[src/rtl/pic_prog_pkg.sv]
// Shared PIC parameter set plus the loader's command opcodes and FSM states.
package pic_prog_pkg;

    localparam int L2_PIC_INSTR_MEM_DEPTH = 9;
    localparam int PIC_INSTR_WIDTH        = 12;

    localparam logic [7:0] CMD_START = 8'hA5;
    localparam logic [7:0] CMD_WRITE = 8'h57;
    localparam logic [7:0] CMD_ADDR  = 8'h41;
    localparam logic [7:0] CMD_END   = 8'h5A;

    typedef enum logic [2:0] {
        ST_IDLE,
        ST_PROG,
        ST_W_HI,
        ST_W_LO,
        ST_WRITE,
        ST_A_HI,
        ST_A_LO,
        ST_RELEASE
    } prog_state_e;

endpackage

[src/rtl/pic_prog_timer.sv]
// Loadable down-counter shared by the operand timeout and the CPU release hold.
// Loading value V makes expired_o rise V cycles later (V=0 expires at once).
module pic_prog_timer #(
    parameter int W = 10
) (
    input  logic         clk,
    input  logic         rst,
    input  logic         load_i,
    input  logic [W-1:0] value_i,
    output logic         expired_o
);

    logic [W-1:0] count_q;
    logic [W-1:0] count_d;

    // Reload on request, otherwise count down and park at zero.
    always_comb begin
        count_d = count_q;
        if (load_i) begin
            count_d = value_i;
        end else if (count_q != '0) begin
            count_d = count_q - W'(1);
        end
    end

    // Counter register.
    always_ff @(posedge clk or negedge rst) begin
        if (!rst) begin
            count_q <= '0;
        end else begin
            count_q <= count_d;
        end
    end

    assign expired_o = (count_q == '0);

endmodule

[src/rtl/pic_prog_loader.sv]
// Byte-stream programming controller: holds the PIC CPU in reset, writes the
// instruction memory from a host command stream, then releases the CPU.
module pic_prog_loader
    import pic_prog_pkg::*;
#(
    parameter int RELEASE_CYCLES = 16,
    parameter int TIMEOUT_CYCLES = 1024
) (
    input  logic                              clk,
    input  logic                              rst,
    input  logic [7:0]                        in_data,
    input  logic                              in_valid,
    output logic                              in_ready,
    output logic                              program_mode,
    output logic [L2_PIC_INSTR_MEM_DEPTH-1:0] waddr,
    output logic [PIC_INSTR_WIDTH-1:0]        wdata,
    output logic                              we,
    output logic                              cpu_hold,
    output logic                              err,
    output logic [L2_PIC_INSTR_MEM_DEPTH:0]   words_written
);

    localparam int AW  = L2_PIC_INSTR_MEM_DEPTH;
    localparam int DW  = PIC_INSTR_WIDTH;
    // Wide enough for both TIMEOUT_CYCLES-1 and RELEASE_CYCLES-1 (<=254).
    localparam int TW  = (TIMEOUT_CYCLES > 256) ? $clog2(TIMEOUT_CYCLES) : 8;
    localparam logic [TW-1:0] TMO_LOAD = TW'(TIMEOUT_CYCLES - 1);
    localparam logic [TW-1:0] REL_LOAD = TW'(RELEASE_CYCLES - 1);

    prog_state_e          state_q, state_d;
    logic [AW-1:0]        waddr_q, waddr_d;
    logic [DW-1:0]        wdata_q, wdata_d;
    logic [DW-9:0]        op_hi_q, op_hi_d;
    logic [AW-9:0]        addr_hi_q, addr_hi_d;
    logic                 err_q, err_d;
    logic [AW:0]          words_q, words_d;
    logic                 pm_q, pm_d;
    logic                 hold_q, hold_d;
    logic                 ready_q, ready_d;
    logic                 we_q, we_d;
    logic                 accept;
    logic                 tmr_expired;
    logic [TW-1:0]        tmr_value;

    assign accept = in_valid & ready_q;

    // Every accepted byte restarts the timer; END loads the release hold instead.
    pic_prog_timer #(.W(TW)) u_timer (
        .clk       (clk),
        .rst       (rst),
        .load_i    (accept),
        .value_i   (tmr_value),
        .expired_o (tmr_expired)
    );

    // Next-state, operand assembly and counter updates.
    always_comb begin
        state_d   = state_q;
        waddr_d   = waddr_q;
        wdata_d   = wdata_q;
        op_hi_d   = op_hi_q;
        addr_hi_d = addr_hi_q;
        err_d     = err_q;
        words_d   = words_q;
        pm_d      = pm_q;
        hold_d    = hold_q;
        case (state_q)
            ST_IDLE: begin
                if (accept) begin
                    if (in_data == CMD_START) begin
                        state_d = ST_PROG;
                        hold_d  = 1'b1;
                        pm_d    = 1'b1;
                        waddr_d = '0;
                        err_d   = 1'b0;
                        words_d = '0;
                    end else begin
                        err_d = 1'b1;
                    end
                end
            end
            ST_PROG: begin
                if (accept) begin
                    case (in_data)
                        CMD_WRITE: state_d = ST_W_HI;
                        CMD_ADDR:  state_d = ST_A_HI;
                        CMD_END: begin
                            state_d = ST_RELEASE;
                            pm_d    = 1'b0;
                        end
                        CMD_START: begin
                            waddr_d = '0;
                            err_d   = 1'b0;
                            words_d = '0;
                        end
                        default:   err_d = 1'b1;
                    endcase
                end
            end
            ST_W_HI: begin
                if (accept) begin
                    op_hi_d = in_data[DW-9:0];
                    if (in_data[7:DW-8] != '0) err_d = 1'b1;
                    state_d = ST_W_LO;
                end else if (tmr_expired) begin
                    state_d = ST_PROG;
                    err_d   = 1'b1;
                end
            end
            ST_W_LO: begin
                if (accept) begin
                    wdata_d = {op_hi_q, in_data};
                    state_d = ST_WRITE;
                end else if (tmr_expired) begin
                    state_d = ST_PROG;
                    err_d   = 1'b1;
                end
            end
            ST_WRITE: begin
                waddr_d = waddr_q + AW'(1);
                if (waddr_q == '1) err_d = 1'b1;
                if (words_q != '1) words_d = words_q + (AW+1)'(1);
                state_d = ST_PROG;
            end
            ST_A_HI: begin
                if (accept) begin
                    addr_hi_d = in_data[AW-9:0];
                    if (in_data[7:AW-8] != '0) err_d = 1'b1;
                    state_d = ST_A_LO;
                end else if (tmr_expired) begin
                    state_d = ST_PROG;
                    err_d   = 1'b1;
                end
            end
            ST_A_LO: begin
                if (accept) begin
                    waddr_d = {addr_hi_q, in_data};
                    state_d = ST_PROG;
                end else if (tmr_expired) begin
                    state_d = ST_PROG;
                    err_d   = 1'b1;
                end
            end
            ST_RELEASE: begin
                if (tmr_expired) begin
                    hold_d  = 1'b0;
                    state_d = ST_IDLE;
                end
            end
            default: state_d = ST_IDLE;
        endcase
        tmr_value = (state_d == ST_RELEASE) ? REL_LOAD : TMO_LOAD;
        ready_d   = !((state_d == ST_WRITE) || (state_d == ST_RELEASE));
        we_d      = (state_d == ST_WRITE);
    end

    // State and registered outputs; reset aborts any in-flight write.
    always_ff @(posedge clk or negedge rst) begin
        if (!rst) begin
            state_q   <= ST_IDLE;
            waddr_q   <= '0;
            wdata_q   <= '0;
            op_hi_q   <= '0;
            addr_hi_q <= '0;
            err_q     <= 1'b0;
            words_q   <= '0;
            pm_q      <= 1'b0;
            hold_q    <= 1'b0;
            ready_q   <= 1'b1;
            we_q      <= 1'b0;
        end else begin
            state_q   <= state_d;
            waddr_q   <= waddr_d;
            wdata_q   <= wdata_d;
            op_hi_q   <= op_hi_d;
            addr_hi_q <= addr_hi_d;
            err_q     <= err_d;
            words_q   <= words_d;
            pm_q      <= pm_d;
            hold_q    <= hold_d;
            ready_q   <= ready_d;
            we_q      <= we_d;
        end
    end

    assign in_ready      = ready_q;
    assign program_mode  = pm_q;
    assign waddr         = waddr_q;
    assign wdata         = wdata_q;
    assign we            = we_q;
    assign cpu_hold      = hold_q;
    assign err           = err_q;
    assign words_written = words_q;

endmodule

[config.mk]
export PLATFORM = sky130hd
export DESIGN_NAME = pic_prog_loader
export DESIGN_NICKNAME = d
export VERILOG_FILES = /design/src/rtl/pic_prog_pkg.sv /design/src/rtl/pic_prog_timer.sv /design/src/rtl/pic_prog_loader.sv
export SDC_FILE = /design/constraint.sdc
export NUM_CORES = 1
export LEC_CHECK = 0
export ABC_CLOCK_PERIOD_IN_PS = 6400
export CAP_MARGIN = 10
export CORE_UTILIZATION = 47
export DETAILED_ROUTE_END_ITERATION = 10
export PLACE_DENSITY_LB_ADDON = 0.05
export SLEW_MARGIN = 20
export SYNTH_ARGS = -nofsm -noshare
export SYNTH_HDL_FRONTEND = slang
export SYNTH_SLANG_ARGS = --single-unit
[constraint.sdc]
create_clock -name clk -period 6.4 [get_ports clk]
set_input_delay 1.28 -clock clk [delete_from_list [all_inputs] [get_ports clk]]
set_output_delay 1.28 -clock clk [all_outputs]
set_load 0.03 [all_outputs]
==> flow_metrics.env <==
export IMPL_async_flop_share=1.00
export IMPL_grt_pass1_wl_mm=10.8
export IMPL_grt_total_usage=0.218
export IMPL_drc=0
export IMPL_cts_tree="built"
export IMPL_vias=2408
export IMPL_crit_type="in2reg"
export IMPL_layout_drive_gt1_share=0.108
export IMPL_reg2reg_from="state_q[2]$_DFF_PN0_"
export IMPL_place_congestion=0.872
export IMPL_status="finished, final reports clean"
export IMPL_power_leakage_nw=1.45
export IMPL_dieArea_sq_um=6490
export IMPL_crit_family="simple AND/OR/NAND/NOR gates"
export IMPL_fin_area_sq_um=3520
export IMPL_netlist_area_leader_share=0.457
export IMPL_cap_violations=0
export IMPL_dr_pass1_iters=4
export IMPL_place_inst=418
export IMPL_grt_pass1_vias=2247
export IMPL_ys_warn_count=0
export IMPL_portBuffers=46
export IMPL_clock_skew_ns=0.00708
export IMPL_max_stage_delay_ns=0.64
export IMPL_cp_data_required_time_ns=6.58
export IMPL_routed_wl_mm=6.52
export IMPL_synth_largest_area_cell="dfrtp_1"
export IMPL_hold_viol=0
export IMPL_period_share=0.547
export IMPL_final_min_clock_period_ns=3.50
export IMPL_p_per_area_nw_per_um2=361
export IMPL_cts_resized=0
export IMPL_clk_path_buf_depth=2
export IMPL_cpMaxStageDelayCell="or4b_4"
export IMPL_worstHoldPathCells=1
export IMPL_synth_flop_cell="dfrtp_1"
export IMPL_ys_seq_area_frac=0.466
export IMPL_synth_edf_count=0
export IMPL_hpwl_mm=4.50
export IMPL_r2r_end="words_written[4]$_DFFE_PN0P_"
export IMPL_cts_buffers=5
export IMPL_root_buffer="clkbuf_8"
export IMPL_coreArea_sq_um=5960
export IMPL_insertion_delay_ns=0.31
export IMPL_antenna_cells=0
export IMPL_worst_slew_pin_slew_ns=0.784
export IMPL_viasPerCell=5.65
export IMPL_vdd_ir_drop_max_mv=0.237
export IMPL_postSynthCellCount=305
export IMPL_wl_per_cell_microns=15.3
export IMPL_hold_end="op_hi_q[1]$_DFFE_PN0P_"
export IMPL_ys_ff_latch=54
export IMPL_rsz0062_at_grt="false"
export IMPL_finalSetupViolCount=0
export IMPL_finalSetupTns_ns=0
export IMPL_ys_types=51
export IMPL_clock_sinks=54
export IMPL_cp_start_kind="primary input"
export IMPL_clk_pin_slew_ns=0.09
export IMPL_hp_class="reg2reg"
export IMPL_antenna_left=0
export IMPL_fmax_mhz=286
export IMPL_netlist_area_sq_um=2900
export IMPL_crit_path_cell_trace="clkdlybuf4s50_1 -> or4b_4 -> or3_4 -> a21oi_1 -> nand4_1 -> xor2_1 -> nor2_1"
export IMPL_placed_area_sq_um=3430
export IMPL_antenna_found_initial=0
export IMPL_io_pins=47
export IMPL_netlist_top_cells_area="dfrtp_1, mux2_2, nand2_1, nor2_1, xnor2_1"
export IMPL_critPathArrivalTime_ns=3.68
export IMPL_grt_overflow=0
export IMPL_finalPower_w=0.00127
export IMPL_std_cell_rows=28
export IMPL_path_max_fanout=8
export IMPL_fin_nets=366
export IMPL_min_delay_start="op_hi_q[1]$_DFFE_PN0P_"
export IMPL_area_growth_pct=21.4
export IMPL_avgSynthCellArea_sq_um=9.52
export IMPL_slew_viol_final=0
export IMPL_endpoint_kind="register"
export IMPL_die_x_microns=80.6
export IMPL_start_util=0.487
export IMPL_reg2regPathDepth=6
export IMPL_syn_nets=321
export IMPL_slew_headroom=0.474
export IMPL_worst_path_buf_inv=1
export IMPL_drt_iter0_markers=118
export IMPL_post_cts_setup_buffers=0
export IMPL_finalNonFillerCells=426
export IMPL_die_height_microns=80.6
export IMPL_ctsHoldBuffers=0
export IMPL_grt_max_degree=55
export IMPL_h_tree_depth=2
export IMPL_r2r_slack_ns=3.93
export IMPL_timing_hold_ws_ns=0.513
[flip-flops by register name, summed over array words and instances, names as in the netlist]
register and flops:
wdata 12, u_timer.count_q 10, words_written 10, waddr 9
op_hi_q 4, state_q 3, addr_hi_q 1, cpu_hold 1
err 1, in_ready 1, program_mode 1, we 1
[synth_stat cells (2+ instances only)]
library cell and n:
a21oi_1 10, a221oi_1 2, a22oi_1 2, a31oi_1 4, and3_1 5, buf_2 2
clkbuf_1 7, dfrtp_1 53, ha_1 5, inv_1 7, mux2_2 17, mux2i_1 2
nand2_1 42, nand3_1 19, nand3b_1 2, nand4_1 3, nand4b_1 4, nor2_1 34
nor2b_1 3, nor3_1 6, nor4_1 5, o211ai_1 3, o21ai_0 19, o22ai_1 3
o31ai_1 2, o32ai_1 2, xnor2_1 11, xor2_1 8
[worst max-delay path by stage]
stage,start,endpoint,depth (start not counted)
after floorplan,in_data[1],words_written[5]$_DFFE_PN0P_,5
after global placement,in_data[1],waddr[8]$_DFFE_PN0P_,7
after detailed placement,in_data[1],words_written[4]$_DFFE_PN0P_,7
after CTS,in_data[1],words_written[4]$_DFFE_PN0P_,7
after global routing,in_data[1],words_written[8]$_DFFE_PN0P_,6
final,in_data[1],words_written[4]$_DFFE_PN0P_,7
[logic make-up (layout without fill, tap and decap cells)]
| group | count (synthesis) | in the layout | share of synthesized area |
|---|---|---|---|
| muxes | 19 | 19 | 0.0728 |
| adders and majority gates | 5 | 5 | 0.0216 |
| buffers and inverters | 17 | 63 | 0.0228 |
| AOI/OAI and AO/OA | 58 | 58 | 0.131 |
| xor gates and xnor gates | 19 | 19 | 0.0573 |
| DFF | 54 | 54 | 0.466 |
| and+or+nand+nor | 133 | 133 | 0.228 |
[layout by cell type, fill, tap and decap left out, types with 4 or more instances in the layout]
cell type	n
o21ai_0	18
nor2_1	34
ha_1	5
nand4b_1	4
nor3_1	5
clkbuf_8	5
xnor2_1	11
xor2_1	8
dfrtp_1	53
nand3_1	19
mux2_2	17
and3_1	5
inv_1	7
a21oi_1	10
nand2_1	42
a31oi_1	4
nor4_1	5
clkdlybuf4s50_1	45
[area by class of cell]
type | count | area, sq um
clock inverters | 3 | 21.3
flip-flops and latches | 54 | 1350
fillers | 539 | 2430
well taps | 75 | 93.8
repair buffers | 47 | 463
inverters | 8 | 30.0
clock buffers | 5 | 68.8
multi-input cells | 234 | 1500
[stage by stage]
stage	worst slack (ns)	util
after floorplan	3.41	-
after global placement	2.49	0.576
after detailed placement	2.58	0.576
after CTS	2.92	0.591
after global routing	2.73	0.592
final	2.90	0.592
[power breakdown]
part | internal (W) | switching, W
sequential | 0.000436 | 0.000104
clock | 0.0000771 | 0.000115
combinational | 0.000238 | 0.000304
total | 0.000751 | 0.000523
[worst reg2reg max path, cell delays in order (launching register included)]
cell and delay [ns]:
dfrtp_1 0.59, nand3b_1 0.47, or3_4 0.51, a21oi_1 0.41, nand4_1 0.17, xor2_1 0.15
nor2_1 0.05
[layer usage]
| layer | vias up | global-route usage | wire (microns) |
|---|---|---|---|
| met5 | - | 0 | 0 |
| met4 | 0 | 0.0750 | 92 |
| met3 | 9 | 0.0455 | 249 |
| met2 | 60 | 0.326 | 2980 |
| met1 | 1149 | 0.312 | 3200 |
| li1 | 1190 | - | - |
No activity file was read; power rests on OpenSTA's default activity.
==> RTL edit, RTL diff (config.mk and constraints unchanged) <==
Re-encode `prog_state_e` (8 states) as one-hot, 8 bits wide.
--- a/src/rtl/pic_prog_pkg.sv
+++ b/src/rtl/pic_prog_pkg.sv
@@ -9,15 +9,15 @@
     localparam logic [7:0] CMD_ADDR  = 8'h41;
     localparam logic [7:0] CMD_END   = 8'h5A;
 
-    typedef enum logic [2:0] {
-        ST_IDLE,
-        ST_PROG,
-        ST_W_HI,
-        ST_W_LO,
-        ST_WRITE,
-        ST_A_HI,
-        ST_A_LO,
-        ST_RELEASE
+    typedef enum logic [7:0] {
+        ST_IDLE    = 8'b00000001,
+        ST_PROG    = 8'b00000010,
+        ST_W_HI    = 8'b00000100,
+        ST_W_LO    = 8'b00001000,
+        ST_WRITE   = 8'b00010000,
+        ST_A_HI    = 8'b00100000,
+        ST_A_LO    = 8'b01000000,
+        ST_RELEASE = 8'b10000000
     } prog_state_e;
 
 endpackage
Check against the original RTL: no difference found for any inputs over 10 cycles, from zero or initial values and one cycle with rst low; not proved beyond that.
==> RTL edit against the original RTL <==
The flow now finishes with violations (DRC); sequential cell count is 5 higher; worst setup slack gained 0.059 ns; final area increased by 12%; routed wire length increased by 19%; via count rose by 19%; area after synthesis up 10%; sequential share of layout area fell by 0.80 points; critical path type unchanged; critical endpoint is now words_written[8]$_DFFE_PN0P_.
Power is not compared: it rests on default switching activity, and its combinational part moved more than twofold at a synthesized area within 25%.
==> RTL edit: results (changes against the original RTL) <==
* Status: complete, but fails checks
* Failing checks: DRC
* Placed cell area at 3710 um2 (+8.2%)
* Clk_lat worst skew at 0.34 ns (+0.03 ns)
* Final Instance Count excl. Fillers at 483 (+13%)
* Num CTS Buffers at 9 (+4)
* Seq/Total Area, Yosys at 0.462 (-0.00387)
* Yosys warns at 0 (unchanged)
* Reg2reg start: state_q[7]$_DFF_PN0_
* Post-CTS sizing at 0 (unchanged)
* Pin count of the biggest net entering global routing at 60 (+9.1%)
* Setup Fix Bufs, Post-CTS at 0 (unchanged)
* Placed insts at 467 (+12%)
* Share of layout cells above drive strength 1 at 0.0911 (-0.0171)
* Hpwl dp at 5340 um (+19%)
* Tot GR Track Use at 0.232 (+0.0132)
* Final net count at 417 (+14%)
* Flop2flop setup slack at 3.31 ns (-0.62 ns)
* Hold Crit Class: register to register
* Worst Hold End: wdata[0]$_DFFE_PN0P_
* Rel. slew slack at 0.323 (-0.151)
* Worst hold start: wdata[0]$_DFFE_PN0P_
* WL final at 7720 um (+19%)
* Async SR Flop Fraction at 1.00 (unchanged)
* Arrival @ worst endpoint at 3.66 ns (-0.02 ns)
* Vias at 2866 (+19%)
* Antenna violations before repair at 0 (unchanged)
* Syn Nets at 371 (+16%)
* Final setup skew at 0.0101 ns (+0.00299 ns)
* Largest register FFs at 12 (unchanged)
* 1st-iter DRT viols at 140 (+19%)
* Vias in the first global route at 2764 (+23%)
* FF-to-FF End: waddr[4]$_DFFE_PN0P_
* Clk Tree Root Cell: clkbuf_8
* Crit path launch: in_data[3]
* Leakage power at 1.72 nW
* Final Wtd Congestion at 0.858 (-1.7%)
* R2r worst-path depth at 6 (unchanged)
* Global-route wire length before repair at 13200 um (+22%)
* Critical Path Sink: words_written[8]$_DFFE_PN0P_
* Worst slack, placed at 2.67 ns (+0.0851 ns)
* Synth top area cells: dfrtp_1, nand2_1, o21ai_0
* Synth unique cells at 54 (+5.9%)
* List of most frequent post-synthesis cells: dfrtp_1, nand2_1, o21ai_0
* 1st-pass router iterations at 7 (+3)
* Hold path depth at 2 (+1)
* Max clock buf depth at 2 (unchanged)
* Antenna diodes at 0 (unchanged)
* Minimum clock period at 3.44 ns (-0.0590 ns)
* Drt drc at 7 (+7)
* Syn Area/Cell at 9.02 um2 (-5.3%)
* Fillers at 588 (+9.1%)
* Critical-path maximum fanout at 7 (-1)
* Hold Slack at 0.477 ns (-0.0362 ns)
* H-tree levels at 3 (+1)
* Port Buffers at 46 (unchanged)
RTL edit: cell types whose count changed after synthesis, moves of 6 or more:
cell / before / now
mux2_2: 17 / 6
o21ai_0: 19 / 32
nor2_1: 34 / 27
nand2_1: 42 / 53
inv_1: 7 / 14
and2_1: 0 / 7
nand3_1: 19 / 9
a21oi_1: 10 / 16
RTL edit: power groups by stage:
stage | Sequential [mW] | Clock [mW] | Combinational [mW]
after floorplan | 0.433 | 0 | 0.101
after global placement | 0.419 | 0 | 0.179
after detailed placement | 0.419 | 0 | 0.182
after CTS | 0.413 | 0.394 | 0.182
after global routing | 0.415 | 0.408 | 0.200
final | 0.412 | 0.388 | 0.182
RTL edit: worst max-delay path, stage by stage:
cell and delay, ns:
clkdlybuf4s50_1 0.54, nand2b_1 0.28, or4_1 0.59, mux2i_1 0.48
nand2_1 0.20, o21ai_0 0.20, o31ai_1 0.09
RTL edit: cell type report:
class	instances	area (um2)	share of cell area
flip-flops and latches	59	1480	0.376
clock buffers	9	124	0.0315
well taps	77	96.3	0.0245
repair buffers	47	463	0.118
inverters	14	52.6	0.0134
clock inverters	7	101	0.0257
multi-input cells	270	1620	0.412
RTL edit: kinds of logic after synthesis:
group / after synthesis / synth area share
AND/OR/NAND/NOR: 159 / 0.262
adder cells (fa/ha/maj): 5 / 0.0195
buffers and inverters: 26 / 0.0317
flip-flops: 59 / 0.462
multiplexers: 7 / 0.0242
XOR/XNOR: 13 / 0.0356
AO/OA/AOI/OAI: 86 / 0.165
RTL edit: per-layer routing:
layer | track usage | wire length, um
met1 | 0.314 | 3630
met2 | 0.366 | 3610
met3 | 0.0403 | 318
met4 | 0.102 | 159
met5 | 0 | 0
